**src/rtl/merge_n.sv**
```systemverilog
// N-input select-driven merge feeding a small output FIFO.
// Optional burst selects are compiled in with MERGE_N_BURST_EN.
module merge_n #(
    parameter int WIDTH     = 8,
    parameter int NUM_IN    = 4,
    parameter int OUT_DEPTH = 2,
    parameter int BURST_W   = 4,
    localparam int SEL_W    = $clog2(NUM_IN),
`ifdef MERGE_N_BURST_EN
    localparam int TOK_W    = SEL_W + BURST_W
`else
    localparam int TOK_W    = SEL_W
`endif
) (
    input  logic                    clk,
    input  logic                    rst,
    input  logic [NUM_IN*WIDTH-1:0] in_data,
    input  logic [NUM_IN-1:0]       in_valid,
    output logic [NUM_IN-1:0]       in_ready,
    input  logic [TOK_W-1:0]        sel_data,
    input  logic                    sel_valid,
    output logic                    sel_ready,
    output logic [WIDTH-1:0]        out_data,
    output logic                    out_valid,
    input  logic                    out_ready,
    output logic                    err_sel
);

    localparam int AW = $clog2(OUT_DEPTH);

    typedef enum logic {S_SEL, S_DATA} state_t;

    state_t           state_q, state_d;
    logic [SEL_W-1:0] idx_q, idx_d;
    logic             err_q, err_d;
    logic [WIDTH-1:0] mem [OUT_DEPTH];
    logic [AW-1:0]    wp_q, rp_q;
    logic [AW:0]      occ_q;
    logic             fifo_full, push, pop;
    logic [SEL_W-1:0] tok_idx;
    logic             tok_ok;
    logic             last_beat;

    assign tok_idx = sel_data[SEL_W-1:0];
    assign tok_ok  = 32'(tok_idx) < NUM_IN;

`ifdef MERGE_N_BURST_EN
    logic [BURST_W:0] cnt_q, cnt_d;
    assign last_beat = cnt_q == (BURST_W+1)'(1);
`else
    assign last_beat = 1'b1;
`endif

    // Full/empty come from registered occupancy only: no out_ready -> in_ready path.
    assign fifo_full = occ_q == (AW+1)'(OUT_DEPTH);
    assign out_valid = occ_q != '0;
    assign pop       = out_valid && out_ready;
    assign out_data  = out_valid ? mem[rp_q] : '0;
    assign err_sel   = err_q;

    always_comb begin
        state_d   = state_q;
        idx_d     = idx_q;
        err_d     = 1'b0;
        sel_ready = 1'b0;
        in_ready  = '0;
        push      = 1'b0;
`ifdef MERGE_N_BURST_EN
        cnt_d     = cnt_q;
`endif
        unique case (state_q)
            S_SEL: begin
                sel_ready = !rst;
                if (sel_valid && !rst) begin
                    if (tok_ok) begin
                        state_d = S_DATA;
                        idx_d   = tok_idx;
`ifdef MERGE_N_BURST_EN
                        cnt_d = {1'b0, sel_data[TOK_W-1:SEL_W]}
                              + (BURST_W+1)'(1);
`endif
                    end else begin
                        err_d = 1'b1;
                    end
                end
            end
            S_DATA: begin
                in_ready[idx_q] = !fifo_full && !rst;
                push = in_valid[idx_q] && in_ready[idx_q];
                if (push) begin
                    if (last_beat) state_d = S_SEL;
`ifdef MERGE_N_BURST_EN
                    cnt_d = cnt_q - (BURST_W+1)'(1);
`endif
                end
            end
            default: state_d = S_SEL;
        endcase
    end

    always_ff @(posedge clk) begin
        if (rst) begin
            state_q <= S_SEL;
            idx_q   <= '0;
            err_q   <= 1'b0;
            wp_q    <= '0;
            rp_q    <= '0;
            occ_q   <= '0;
`ifdef MERGE_N_BURST_EN
            cnt_q   <= '0;
`endif
        end else begin
            state_q <= state_d;
            idx_q   <= idx_d;
            err_q   <= err_d;
`ifdef MERGE_N_BURST_EN
            cnt_q   <= cnt_d;
`endif
            if (push) wp_q <= wp_q + AW'(1);
            if (pop)  rp_q <= rp_q + AW'(1);
            occ_q <= occ_q + (AW+1)'(push) - (AW+1)'(pop);
        end
    end

    always_ff @(posedge clk) begin
        if (push) mem[wp_q] <= in_data[int'(idx_q)*WIDTH +: WIDTH];
    end

endmodule

```
**config.mk**
```make
export PLATFORM = sky130hd
export DESIGN_NAME = merge_n
export DESIGN_NICKNAME = d
export VERILOG_FILES = /design/src/rtl/merge_n.sv
export SDC_FILE = /design/constraint.sdc
export NUM_CORES = 1
export LEC_CHECK = 0
export ABC_AREA = 1
export CELL_PAD_IN_SITES_DETAIL_PLACEMENT = 0
export CELL_PAD_IN_SITES_GLOBAL_PLACEMENT = 1
export CORE_MARGIN = 3
export CORE_UTILIZATION = 25
export DETAILED_ROUTE_END_ITERATION = 8
export GPL_TIMING_DRIVEN = 0
export PLACE_DENSITY_LB_ADDON = 0.15
export SYNTH_ARGS = -nofsm -noshare
export SYNTH_HDL_FRONTEND = slang
export SYNTH_SLANG_ARGS = --single-unit
```
**constraint.sdc**
```tcl
create_clock -name clk -period 5.2 [get_ports clk]
set_input_delay 0.52 -clock clk [delete_from_list [all_inputs] [get_ports clk]]
set_output_delay 0.52 -clock clk [all_outputs]
set_load 0.01 [all_outputs]
```
==> metrics.md <==
| Metric | Value |
|---|---|
| Status | `completed` |
| Global-route wire length before repair | `5416 microns` |
| Die width | `76.14 microns` |
| Worst-path fanout max | `6` |
| CTS Hold Bufs | `0` |
| Worst Setup End Kind | `primary output` |
| Die area | `0.005797 sq mm` |
| CTS tree | `built` |
| Slew headroom | `0.5345` |
| Post-cts sizing count | `0` |
| Largest net degree at the start of global routing | `14` |
| Top cell type by total area after synthesis | `edfxtp_1` |
| Final hold violations | `0` |
| Worst slew pin tran | `0.6957 ns` |
| TritonRoute pass-1 iters | `4` |
| Fin area | `0.001917 sq mm` |
| Placed Area | `0.001862 sq mm` |
| Clock Power Share | `0.189` |
| Synth cell types | `22` |
| Fin nets | `246` |
| Initial Util | `0.2695` |
| N_diodes | `0` |
| Drt total wl | `3352 microns` |
| PD cells | `336.5 mW/mm^2` |
| Worst setup SP type | `primary input` |
| Critical Path, Cell by Cell | `clkdlybuf4s50_1, inv_2, nand2_1, a21oi_2, inv_2, nor3_1, clkdlybuf4s50_1` |
| Multi-input gate area | `511.7 sq um` |
| Final HPWL DP | `2652 microns` |
| Sink Count | `24` |
| Antenna violation net count after detailed routing | `0` |
| WL/cell | `12.60 microns` |
| Die Height | `76.14 microns` |
| CTS max path bufs | `2` |
| Internal power | `433.8 uW` |
| Comb pwr share | `0.433` |
| Mean post-synth cell area | `8.661 sq um` |
| Net Sw Frac | `0.3275` |
| H-Tree Depth | `1` |
| Port Buffers | `55` |
| Fillers | `468` |
| CP max stage cell | `clkdlybuf4s50_1` |
| # IOs | `57` |
| Final Util | `0.4200` |
| Via count | `1201` |
| Share of cells above drive strength 1 | `0.07960` |
| Area growth syn-to-layout | `55.85%` |
| Mapped Area | `0.001230 sq mm` |
| Clk_skew | `0.002724 ns` |
| Fmax | `0.3546 GHz` |
| Antenna violations before repair | `0` |
| Final worst slack | `2.380 ns` |
| Final worst path period need | `2.820 ns` |
| Reg power frac | `0.379` |
| Dpl ws | `2.382 ns` |
| VDD IR max | `0.09441 mV` |
| Routed vias/inst | `4.515` |
| Reg area | `640.6 sq um` |
| Most common cell after layout, fill and taps aside | `clkdlybuf4s50_1` |
| # setup viols final | `0` |
| Commonest non-fill, non-tap cells in the layout | `clkdlybuf4s50_1 (55), nand2_1 (30), nand3_1 (25)` |
| Sequential element share of the synthesized area | `0.5209` |
| Rows | `24` |
| Critical path buffers and inverters | `4` |
| HP Class | `register to register` |
| Switching pwr | `211.2 uW` |
| Synth warn | `0` |
| Clock transition at the registers of the reported paths | `0.08 ns` |
| Critical path class | `primary input to primary output` |
| Delay-heaviest family, CP | `buffers and inverters` |
| CP Data Required Time | `4.68 ns` |
| Number of global-route vias before repair | `1136` |
| Tcrit/Tclk final | `0.5424` |
| Setup TNS | `0 ns` |
| Max Cap Viol | `0` |
| Synthesized Nets | `186` |
| Area share of the largest cell type after synthesis | `0.3906` |
| Area contributors post-synth | `edfxtp_1 (39%), dfxtp_1 (13%), nand3_1 (10%)` |
| Total track usage | `0.1136` |
| 1st-iter DRT viols | `41` |
| Unrepaired setup endpoints after global routing | `no` |
| Final Wtd Congestion | `0.8441` |
| Post-CTS Setup Bufs | `0` |
| Grt total ovfl | `0` |
| Gate Count Post-Synth | `142` |
| Crit path largest cell delay | `0.57 ns` |
| Clock Latency Late Sink | `0.26 ns` |
| Total CTS buffers | `3` |
| Yosys reg bits | `24` |
| Post-route DRC violation count | `0` |
| Fin. max-slew vios | `0` |
| Clock root cell | `clkbuf_8` |
| Core box area | `0.004564 sq mm` |
| Data arrival, critical path | `2.30 ns` |
| Leak | `0.0007237 uW` |
==> flip-flops by register name, indices dropped and copies added, names as in the netlist, named ones only <==
register  flops
state_q       1
occ_q         2
idx_q         2
mem          16
rp_q          1
wp_q          1
==> kinds of logic (layout without fill, tap and decap cells) <==
logic type,after synthesis,count (layout),share of synthesized area
buf+inv,18,77,0.06307
compound gates,27,27,0.1333
other cells,1,1,0.003049
xor+xnor,1,1,0.007122
simple gates,69,69,0.2523
fa+ha+maj,2,2,0.02034
flops,24,24,0.5209
==> power groups by stage <==
stage	Combinational, uW	Clock [uW]	Sequential, uW
floorplan	143	0	246
global placement	279	0	248
detailed placement	283	0	249
CTS	283	126	245
global route	311	132	247
finish	279	122	244
==> synthesized netlist by cell type <==
| master | n |
|---|---|
| buf_2 | 2 |
| nand3_1 | 25 |
| o21ai_0 | 3 |
| o31ai_1 | 2 |
| nor2_1 | 6 |
| inv_2 | 3 |
| clkbuf_1 | 2 |
| ha_1 | 2 |
| edfxtp_1 | 16 |
| nor2_2 | 2 |
| buf_4 | 2 |
| inv_1 | 9 |
| nand2_2 | 1 |
| a22oi_1 | 8 |
| conb_1 | 1 |
| nor3_1 | 4 |
| a21oi_1 | 13 |
| dfxtp_1 | 8 |
| xnor2_1 | 1 |
| nor2_4 | 1 |
| a21oi_2 | 1 |
| nand2_1 | 30 |
==> path summary, 6_finish.rpt <==
| path | slack (ns) | depth (start not counted) | start | end |
|---|---|---|---|---|
| setup / recovery | 2.38 | 7 | rst | in_ready[3] |
| hold / removal | 0.46 | 1 | rp_q | rp_q |
| setup reg to reg | 3.40 | 9 | occ_q[0] | occ_q[1] |
| hold reg to reg | 0.46 | 1 | rp_q | rp_q |
==> worst reg2reg max path, stage by stage, from the launching register on <==
cell	delay [ns]
dfxtp_1	0.41
inv_1	0.07
a21oi_2	0.26
nand2_1	0.12
ha_1	0.28
inv_1	0.04
ha_1	0.17
xnor2_1	0.13
o21ai_0	0.15
a21oi_1	0.06
==> routing by layer <==
metal | track usage | wire length (microns) | share of wire | vias to the layer above
met2 | 0.1826 | 1530 | 0.46 | 51
met4 | 0.03261 | 29 | 0.0087 | 0
li1 | - | - | - | 608
met1 | 0.1505 | 1539 | 0.46 | 540
met5 | 0 | 0 | 0 | -
met3 | 0.02955 | 252 | 0.075 | 2
==> per-stage QoR <==
stage	power, uW	hold WS [ns]	std cells
floorplan	389.0	0.4255	142
global placement	527.6	0.4415	262
detailed placement	531.8	0.4434	262
CTS	653.7	0.4578	266
global route	689.7	0.4744	266
finish	645.0	0.4595	266
==> final cells by class <==
cell class | instances | share of cell area
inverters | 12 | 0.02350
multi-input cells | 100 | 0.2670
plain buffers | 6 | 0.01697
repair buffers | 55 | 0.2872
flip-flops and latches | 24 | 0.3342
well taps | 65 | 0.04243
clock buffers | 4 | 0.02872
No activity file was read; power rests on OpenSTA's default activity.
